**config.mk**
```make
export PLATFORM = sky130hd
export DESIGN_NAME = icape_warmboot
export DESIGN_NICKNAME = d
export VERILOG_FILES = /design/src/rtl/icape_warmboot.sv
export SDC_FILE = /design/constraint.sdc
export NUM_CORES = 1
export LEC_CHECK = 0
export CAP_MARGIN = 20
export CORE_UTILIZATION = 47
export CTS_BUF_LIST = sky130_fd_sc_hd__clkbuf_2
export DETAILED_ROUTE_END_ITERATION = 8
export PLACE_DENSITY = 0.88
export RECOVER_POWER = 100
export SYNTH_ARGS = -nofsm -noshare
export SYNTH_HDL_FRONTEND = slang
export SYNTH_SLANG_ARGS = --single-unit
```
**constraint.sdc**
```tcl
create_clock -name i_clk -period 4 [get_ports i_clk]
set_input_delay 1.2 -clock i_clk [delete_from_list [all_inputs] [get_ports i_clk]]
set_output_delay 1.2 -clock i_clk [all_outputs]
set_load 0.05 [all_outputs]
```
**src/rtl/icape_warmboot.sv**
```systemverilog
`timescale 1ns/1ps
`default_nettype none
// ============================================================================
// Module   : icape_warmboot
// Brief    : Wishbone master that writes WBSTAR then IPROG to the ICAPE for a
//            warm boot, or reads a single configuration register.
// Revision : 1.0 - initial release
// ============================================================================
module icape_warmboot #(
    parameter int LGTIMEOUT = 10
) (
    input  logic        i_clk,
    input  logic        i_reset,
    input  logic        i_boot_stb,
    input  logic [31:0] i_boot_addr,
    input  logic        i_rd_stb,
    input  logic [4:0]  i_rd_addr,
    output logic        o_busy,
    output logic        o_rd_valid,
    output logic [31:0] o_rd_data,
    output logic        o_err,
    output logic        o_wb_cyc,
    output logic        o_wb_stb,
    output logic        o_wb_we,
    output logic [4:0]  o_wb_addr,
    output logic [31:0] o_wb_data,
    input  logic        i_wb_ack,
    input  logic        i_wb_stall,
    input  logic [31:0] i_wb_data
);

    localparam logic [4:0]  c_ADDR_WBSTAR = 5'h10;
    localparam logic [4:0]  c_ADDR_CMD    = 5'h04;
    localparam logic [31:0] c_CMD_IPROG   = 32'h0000_000F;

    typedef enum logic [2:0] {
        IDLE      = 3'd0,
        STAR_REQ  = 3'd1,
        STAR_WAIT = 3'd2,
        CMD_REQ   = 3'd3,
        CMD_WAIT  = 3'd4,
        RD_REQ    = 3'd5,
        RD_WAIT   = 3'd6
    } state_t;

    state_t                 r_state_q,     w_state_d;
    logic [31:0]            r_boot_addr_q, w_boot_addr_d;
    logic [4:0]             r_rd_addr_q,   w_rd_addr_d;
    logic [31:0]            r_rd_data_q,   w_rd_data_d;
    logic                   r_rd_valid_q,  w_rd_valid_d;
    logic                   r_err_q,       w_err_d;
    logic [LGTIMEOUT-1:0]   r_tmo_q,       w_tmo_d;

    logic w_tmo_max;
    logic w_is_req;

    assign w_tmo_max = &r_tmo_q;
    assign w_is_req  = (r_state_q == STAR_REQ) || (r_state_q == CMD_REQ) ||
                       (r_state_q == RD_REQ);

    always_comb begin
        w_state_d     = r_state_q;
        w_boot_addr_d = r_boot_addr_q;
        w_rd_addr_d   = r_rd_addr_q;
        w_rd_data_d   = r_rd_data_q;
        w_rd_valid_d  = 1'b0;
        w_err_d       = 1'b0;
        w_tmo_d       = r_tmo_q;

        if (r_state_q == IDLE) begin
            w_tmo_d = '0;
            if (i_boot_stb) begin
                w_boot_addr_d = i_boot_addr;
                w_state_d     = STAR_REQ;
            end else if (i_rd_stb) begin
                w_rd_addr_d = i_rd_addr;
                w_state_d   = RD_REQ;
            end
        end else if (w_is_req && !i_wb_stall) begin
            // Request accepted: restart the timeout for the ack phase.
            w_tmo_d = '0;
            case (r_state_q)
                STAR_REQ: w_state_d = STAR_WAIT;
                CMD_REQ:  w_state_d = CMD_WAIT;
                default:  w_state_d = RD_WAIT;
            endcase
        end else if (!w_is_req && i_wb_ack) begin
            w_tmo_d = '0;
            case (r_state_q)
                STAR_WAIT: w_state_d = CMD_REQ;
                RD_WAIT: begin
                    w_rd_data_d  = i_wb_data;
                    w_rd_valid_d = 1'b1;
                    w_state_d    = IDLE;
                end
                default:   w_state_d = IDLE;
            endcase
        end else if (w_tmo_max) begin
            // Saturation point doubles as the timeout, so the counter never wraps.
            w_tmo_d   = '0;
            w_err_d   = 1'b1;
            w_state_d = IDLE;
        end else begin
            w_tmo_d = r_tmo_q + LGTIMEOUT'(1);
        end
    end

    always_ff @(posedge i_clk) begin
        if (i_reset) begin
            r_state_q     <= IDLE;
            r_boot_addr_q <= '0;
            r_rd_addr_q   <= '0;
            r_rd_data_q   <= '0;
            r_rd_valid_q  <= 1'b0;
            r_err_q       <= 1'b0;
            r_tmo_q       <= '0;
        end else begin
            r_state_q     <= w_state_d;
            r_boot_addr_q <= w_boot_addr_d;
            r_rd_addr_q   <= w_rd_addr_d;
            r_rd_data_q   <= w_rd_data_d;
            r_rd_valid_q  <= w_rd_valid_d;
            r_err_q       <= w_err_d;
            r_tmo_q       <= w_tmo_d;
        end
    end

    // Bus fields are decoded from the state so they stay put across stalls.
    always_comb begin
        o_wb_we   = 1'b0;
        o_wb_addr = 5'h00;
        o_wb_data = 32'h0;
        case (r_state_q)
            STAR_REQ, STAR_WAIT: begin
                o_wb_we   = 1'b1;
                o_wb_addr = c_ADDR_WBSTAR;
                o_wb_data = r_boot_addr_q;
            end
            CMD_REQ, CMD_WAIT: begin
                o_wb_we   = 1'b1;
                o_wb_addr = c_ADDR_CMD;
                o_wb_data = c_CMD_IPROG;
            end
            RD_REQ, RD_WAIT: begin
                o_wb_addr = r_rd_addr_q;
            end
            default: begin
                o_wb_we = 1'b0;
            end
        endcase
    end

    assign o_busy     = (r_state_q != IDLE);
    assign o_wb_cyc   = (r_state_q != IDLE);
    assign o_wb_stb   = w_is_req;
    assign o_rd_valid = r_rd_valid_q;
    assign o_rd_data  = r_rd_data_q;
    assign o_err      = r_err_q;

endmodule
`default_nettype wire

```
==> run summary <==
The count of buffers inserted at the top-level ports came out at around 150. The clock insertion delay at the later pin of the skew report is 0.53 ns. The number of warning messages in the yosys log came out at 0. Entering global routing, the biggest net connects 50 pins. The cell area power density is between 400 and 500 mW/mm². The worst hold path terminates at r_tmo_q[0]. The standby leakage power came out at around 2.1 nW. The remaining routing DRC violations is 0. The synthesized design contains 84 register bits. The transition time at the pin with the least slew margin came out at 2.14 ns.

The first global-routing pass estimated about 14 mm of wire. The number of buffers added by the clock tree synthesis step came out at 9. STA classifies the critical path endpoint as an output pin. The number of nets in the layout is around 650. The number of global-route vias before repair is around 3,200. The largest vdd supply drop came out at between 0.2 and 0.25 mV.

The global-route usage over all layers is roughly 24%. For this run, the slowest stage of the critical path takes a little over 0.6 ns. Tracing the worst setup path back leads to its startpoint at r_state_q[0]. The vertical extent of the die is between 80 and 90 µm. On the critical path, the stage with the largest delay is an instance of xor2_1. The post-layout minimum cycle time is 3.81 ns. The H-tree level count came out at 3.

The number of antenna violations at the first check in global routing was 0. The max-capacitance violation count is 1. The final critical-path share of the clock period came out at a little over nine tenths. The worst register-to-register path ends at o_rd_data[24].

The clock arrives with ~0.029 ns of skew. Synthesis instantiated 34 different standard cells from the library. The post-CTS setup buffer count is 0.

The placer congestion estimate came out at 0.871. The length in cells of the worst reg-to-reg path came out at 5. The most used flip-flop cell after synthesis is dfxtp_1.

The maximum fanout encountered on the critical timing path came out at 21. The average instance in the mapped netlist occupies roughly 7.7 µm². The die extent in x came out at ~87 µm.

The path class of the tightest hold or removal check is flop to flop. The number of iterations in the first detailed-routing pass is 5. The final global-route overflow total is 0. The critical path goes through xor2_1, clkbuf_2, and3_1, clkbuf_4.

The final setup TNS came out at 0 ns. The number of endpoints with negative hold slack in the final report was 0. After synthesis, the cell types taking the most area are dfxtp_1 (49%), nand2_1 (16%), a21oi_1 (10%), and3_1 (6.2%), clkbuf_1 (2.0%). The number of antenna diodes in the final layout is 0.

Leaving out fill and tap cells, the most frequent cell in the layout is nand2_1. The number of vias after detailed routing is 3,436. The maximum clock frequency came out at 263 MHz.

The worst endpoint required time is roughly 2.8 ns. The area share of the largest cell type after synthesis came out at 49.1%. The detailed-placement wirelength estimate came out at around 6.5 mm. The startpoint identified for the worst hold timing path is r_tmo_q[0]. The clock slew at the register clock pins of the worst setup and hold paths came out at around 0.20 ns. The total power draw came out at ~2.4 mW. The first-iteration detailed-routing DRC count came out at 188. The number of routed nets with antenna violations came out at 0. Wires add up to 9.15 mm.

The proportion of layout cells with a drive suffix above 1 is ~7.9%. The number of cells on the worst hold path came out at 1. Setup repair after global routing left no endpoint under its margin. The post-route cell area is just under 0.005 mm². The total nets after synthesis came out at 519. The run finished, with violations left. The core area is just under 0.007 mm². In the layout the commonest cells are nand2_1 (150), dfxtp_1 (82), clkdlybuf4s50_1 (72), a21oi_1 (71), dlygate4sd3_1 (44). At the placement stage, the worst setup path has a slack of around 0.65 ns. The synthesized instance count is ~440.

The smallest setup slack after layout is 0.195 ns. Summing the sequential cell areas from Yosys gives approximately half of the chip area. The max-slew violation count is 50. Setup violations remaining at the end of the flow were counted as 0. The cell area after synthesis is approximately 0.0034 mm². The placement row count is 30. The kind of launch point of the worst setup path is a flop.

The relative slew slack came out at -42.9%. The checks that failed: capacitance limit, slew limit. In the final routed layout, each cell accounts on average for between 10 and 15 µm. No sink is reached through more buffers than the 2 on the longest clock path.

The mean number of vias per cell is 5.08. The minimum setup slack among reg-to-reg paths came out at roughly 1.3 ns. Summed over all instances, the cell type with the most area after synthesis is dfxtp_1. The number of clock sinks came out at 84. Yosys mapped a number of flops with a built-in enable equal to 0. The clock tree from TritonCTS is yes. Once placement finished, the instance area stood at 0.00487 mm².

For the worst setup path, the data arrival time is about 2.6 ns. The cell at the root of the clock tree is clkbuf_2. The worst register-to-register path begins at r_state_q[2]. The critical path is of the flop to output pin type. Compared with the post-synthesis result, the final layout area differs by 45.3%. The floorplan step defined a die boundary enclosing 0.00763 mm². The number of ports placed on the die boundary is 150. The proportion of register bits with asynchronous set or reset after synthesis came out at 0%. The effective utilization at floorplan came out at between 40% and 50%.
==> sequential cells by signal (all words and copies together), names as in the netlist <==
register and count:
o_rd_data 32, r_boot_addr_q 32, r_state_q 3, r_rd_addr_q 5, r_tmo_q 10, o_err 1, o_rd_valid 1
==> area by class of cell <==
class / instances / area, µm²
Sequential cell: 84 / 1680
Inverter: 8 / 30.0
Clock inverter: 5 / 125
Timing Repair Buffer: 154 / 1400
Clock buffer: 10 / 50.0
Tap cell: 96 / 120
Multi-Input combinational cell: 319 / 1570
Fill cell: 581 / 1930
==> worst max-delay path, delay by kind of cell (launching register included) <==
kind | cells | cell delay [ns]
xor gates and xnor gates | 1 | 0.62
and+or+nand+nor | 1 | 0.22
buffers and inverters | 2 | 0.67
DFF | 1 | 0.56
==> per-stage QoR <==
| stage | hold slack, ns | util, % | instances |
|---|---|---|---|
| CTS | 0.455 | 73.0 | 676 |
| floorplan | 0.413 | - | 443 |
| detailed placement | 0.432 | 70.5 | 661 |
| finish | 0.451 | 72.0 | 676 |
| global route | 0.479 | 72.0 | 676 |
| global placement | 0.424 | 70.5 | 661 |
==> repair_timing <==
action / CTS / global route
gates resized for setup: 0 / 2
hold buffers: 0 / 0
endpoints found under the setup margin: 0 / 1
==> Yosys cell counts, types with 2 or more instances <==
cell and n:
inv_1 7, clkbuf_1 18, nand2_1 150, dfxtp_1 84, o21ai_0 2, buf_2 11, nor3_1 2, a21oi_1 71
nand3_1 8, o211ai_1 2, and3_1 34, nand4_1 3, nor4_2 2, maj3_1 5, nand2b_1 3, nor2_1 14
and2_1 2, buf_1 2, xor2_1 6, xnor2_1 3
==> worst max-delay path by stage <==
stage                          to  slack, ns  cells past startpoint
floorplan            o_wb_addr[2]       0.99                      3
global placement     o_wb_addr[2]       0.70                      5
detailed placement   o_wb_addr[2]       0.65                      5
CTS                  o_wb_addr[2]      0.003                      5
global route        o_wb_data[14]       0.03                      4
finish              o_wb_data[15]       0.19                      4
==> cells by family (layout without fill, tap and decap cells) <==
| logic type | after synthesis | in the layout | share of synthesized area, % |
|---|---|---|---|
| AND/OR/NAND/NOR | 220 | 220 | 28.3 |
| flip-flops | 84 | 84 | 49.1 |
| buffers and inverters | 40 | 177 | 4.90 |
| multiplexers | 1 | 1 | 0.329 |
| AO/OA/AOI/OAI | 83 | 83 | 13.2 |
| adder cells (fa/ha/maj) | 6 | 6 | 1.83 |
| XOR/XNOR | 9 | 9 | 2.30 |
==> report_power, final <==
group / internal [mW] / switching (mW) / total [mW]
Combinational: 0.260 / 0.545 / 0.804
Clock: 0.330 / 0.280 / 0.611
Sequential: 0.905 / 0.0593 / 0.964
==> routing by layer <==
layer,vias up,global-route usage (%),part of all wire [%]
li1,1724,-,-
met2,113,43.5,50
met1,1584,25.9,41
met5,-,0,0
met4,0,10.3,1.8
met3,15,7.30,7.6
(Power assumes the default switching activity.)
==> patch, RTL diff (same flow settings) <==
`r_boot_addr_q`, `r_rd_addr_q` and `r_rd_data_q` no longer have a reset.
--- a/src/rtl/icape_warmboot.sv
+++ b/src/rtl/icape_warmboot.sv
@@ -110,5 +110,2 @@
             r_state_q     <= IDLE;
-            r_boot_addr_q <= '0;
-            r_rd_addr_q   <= '0;
-            r_rd_data_q   <= '0;
             r_rd_valid_q  <= 1'b0;
@@ -118,5 +115,2 @@
             r_state_q     <= w_state_d;
-            r_boot_addr_q <= w_boot_addr_d;
-            r_rd_addr_q   <= w_rd_addr_d;
-            r_rd_data_q   <= w_rd_data_d;
             r_rd_valid_q  <= w_rd_valid_d;
@@ -125,2 +119,8 @@
         end
+    end
+
+    always_ff @(posedge i_clk) begin
+        r_boot_addr_q <= w_boot_addr_d;
+        r_rd_addr_q   <= w_rd_addr_d;
+        r_rd_data_q   <= w_rd_data_d;
     end
Check against the original RTL: differs if i_reset is asserted again (counterexample within 4 cycles, from zero or initial values and one cycle with i_reset high); with i_reset held inactive, the same outputs for 4 cycles.
==> patch against the unedited design <==
- final area is 2.3% higher
- critical path type unchanged
- combinational power is 75% higher
- the flow finishes with violations (DRC, capacitance limit, slew limit)
- hold slack gained 44 ps
- synthesized area shrank 7.6%
- power is 23% higher
- worst setup slack got worse by 9.4 ps
- non-clock buffer count is 2 lower
- via count down 35%
- sequential share of layout area grew 13 points
- sequential cell count is the same
- routed wire length is 21% lower
==> patch: results (changes against the unedited design) <==
DRT iter0 DRCs - 115 (-39%)
Violated checks - DRC, capacitance limit, slew limit
CP endpoint - o_wb_data[1]
Synth unique cells - 38 (+12%)
First-pass iteration count of the detailed router - 6 (+1)
Detailed placement HPWL - 5577 um (-14%)
Commonest cells in the netlist - edfxtp_1 (69), and2_1 (28), nor2_1 (22)
Synth Area in Compound Gates - 0.05024 (-0.08207)
Leak Pwr - 1.800 nW (-13%)
Reg clk slew, reported paths - 230 ps (+30 ps)
Layout cell share with drive strength beyond 1 - 0.1340 (+0.05474)
Synth Area in XOR/XNOR - 0.03046 (+0.007433)
Fin. max-slew vios - 67 (+34%)
Syn nets - 291 (-44%)
Worst-margin pin slew - 1704 ps (-439.6 ps)
Critical path's top delay family - flip-flops
Status - finished with violations
Top cells by area, synth - edfxtp_1 (66%), dfxtp_1 (9.5%), and2_1 (5.5%)
Post-DP Area - 5020 um^2 (+3.2%)
EDFF count, synth - 69 (+69)
Vias in the first global route - 2254 (-30%)
Nets@finish - 444 (-32%)
Clock skew - 32.46 ps (+3.862 ps)
RD Place Congestion - 0.8145 (-6.5%)
Max-cap viol count - 2 (+1)
Drc violations - 22 (+22)
Adder-cell share of the synthesized area - 0.007120 (-0.01115)
Initial antenna violation count - 1 (+1)
Final Critical Period - 3814 ps (+9.414 ps)
Critical path's slowest cell - dfxtp_1
Pre-CTS WS - 768.2 ps (+116.7 ps)
## patch: changes by cell type in the layout (fill, tap and decap cells not counted), moves of 63 or more
| cell | before | now |
|---|---|---|
| a21oi_1 | 71 | 5 |
| edfxtp_1 | 0 | 69 |
| dlygate4sd3_1 | 44 | 112 |
| dfxtp_1 | 82 | 15 |
| clkdlybuf4s50_1 | 72 | 9 |
| nand2_1 | 150 | 8 |
## patch: final cells by class
class / count / area [um^2]
clock buffer: 9 / 45.04
fill: 367 / 1335
multi-input combinational: 113 / 704.4
tap: 77 / 96.34
clock inverter: 7 / 52.55
sequential: 84 / 2372
antenna: 1 / 2.502
inverter: 8 / 30.03
timing repair buffer: 152 / 1784
## patch: through the flow
step / cells / hold slack (ps) / power [W]
after floorplan: 215 / 429.5 / 0.001982
after global placement: 434 / 440.5 / 0.002604
after detailed placement: 434 / 453.3 / 0.002636
after CTS: 450 / 497.1 / 0.003010
after global routing: 451 / 519.0 / 0.003044
final: 451 / 494.9 / 0.002935
## patch: cells by family (layout without fill, tap and decap cells)
group	Yosys count	count (layout)
compound gates	22	22
xor+xnor	11	11
fa+ha+maj	2	2
buf+inv	18	176
flops	84	84
mux	2	2
other cells	0	1
simple gates	76	76
## patch: routing by layer
layer | vias to the layer above | wire length [um] | GRT usage
li1 | 1068 | - | -
met1 | 1039 | 2575 | 0.2198
met2 | 120 | 3900 | 0.3949
met3 | 16 | 602 | 0.05737
met4 | 0 | 188 | 0.1207
met5 | - | 0 | 0
## patch: power by group
group          internal, W  switching (W)  total [W]  leakage [nW]
Sequential         0.00107      0.0000768    0.00115         0.757
Clock            0.0000833       0.000295   0.000379        0.0522
Combinational     0.000563       0.000848    0.00141         0.990
## patch: worst reg2reg max path: stages, from the launching register on
cell	delay, ps
dfxtp_1	800
nand2_1	250
nor3b_4	210
clkbuf_1	1250
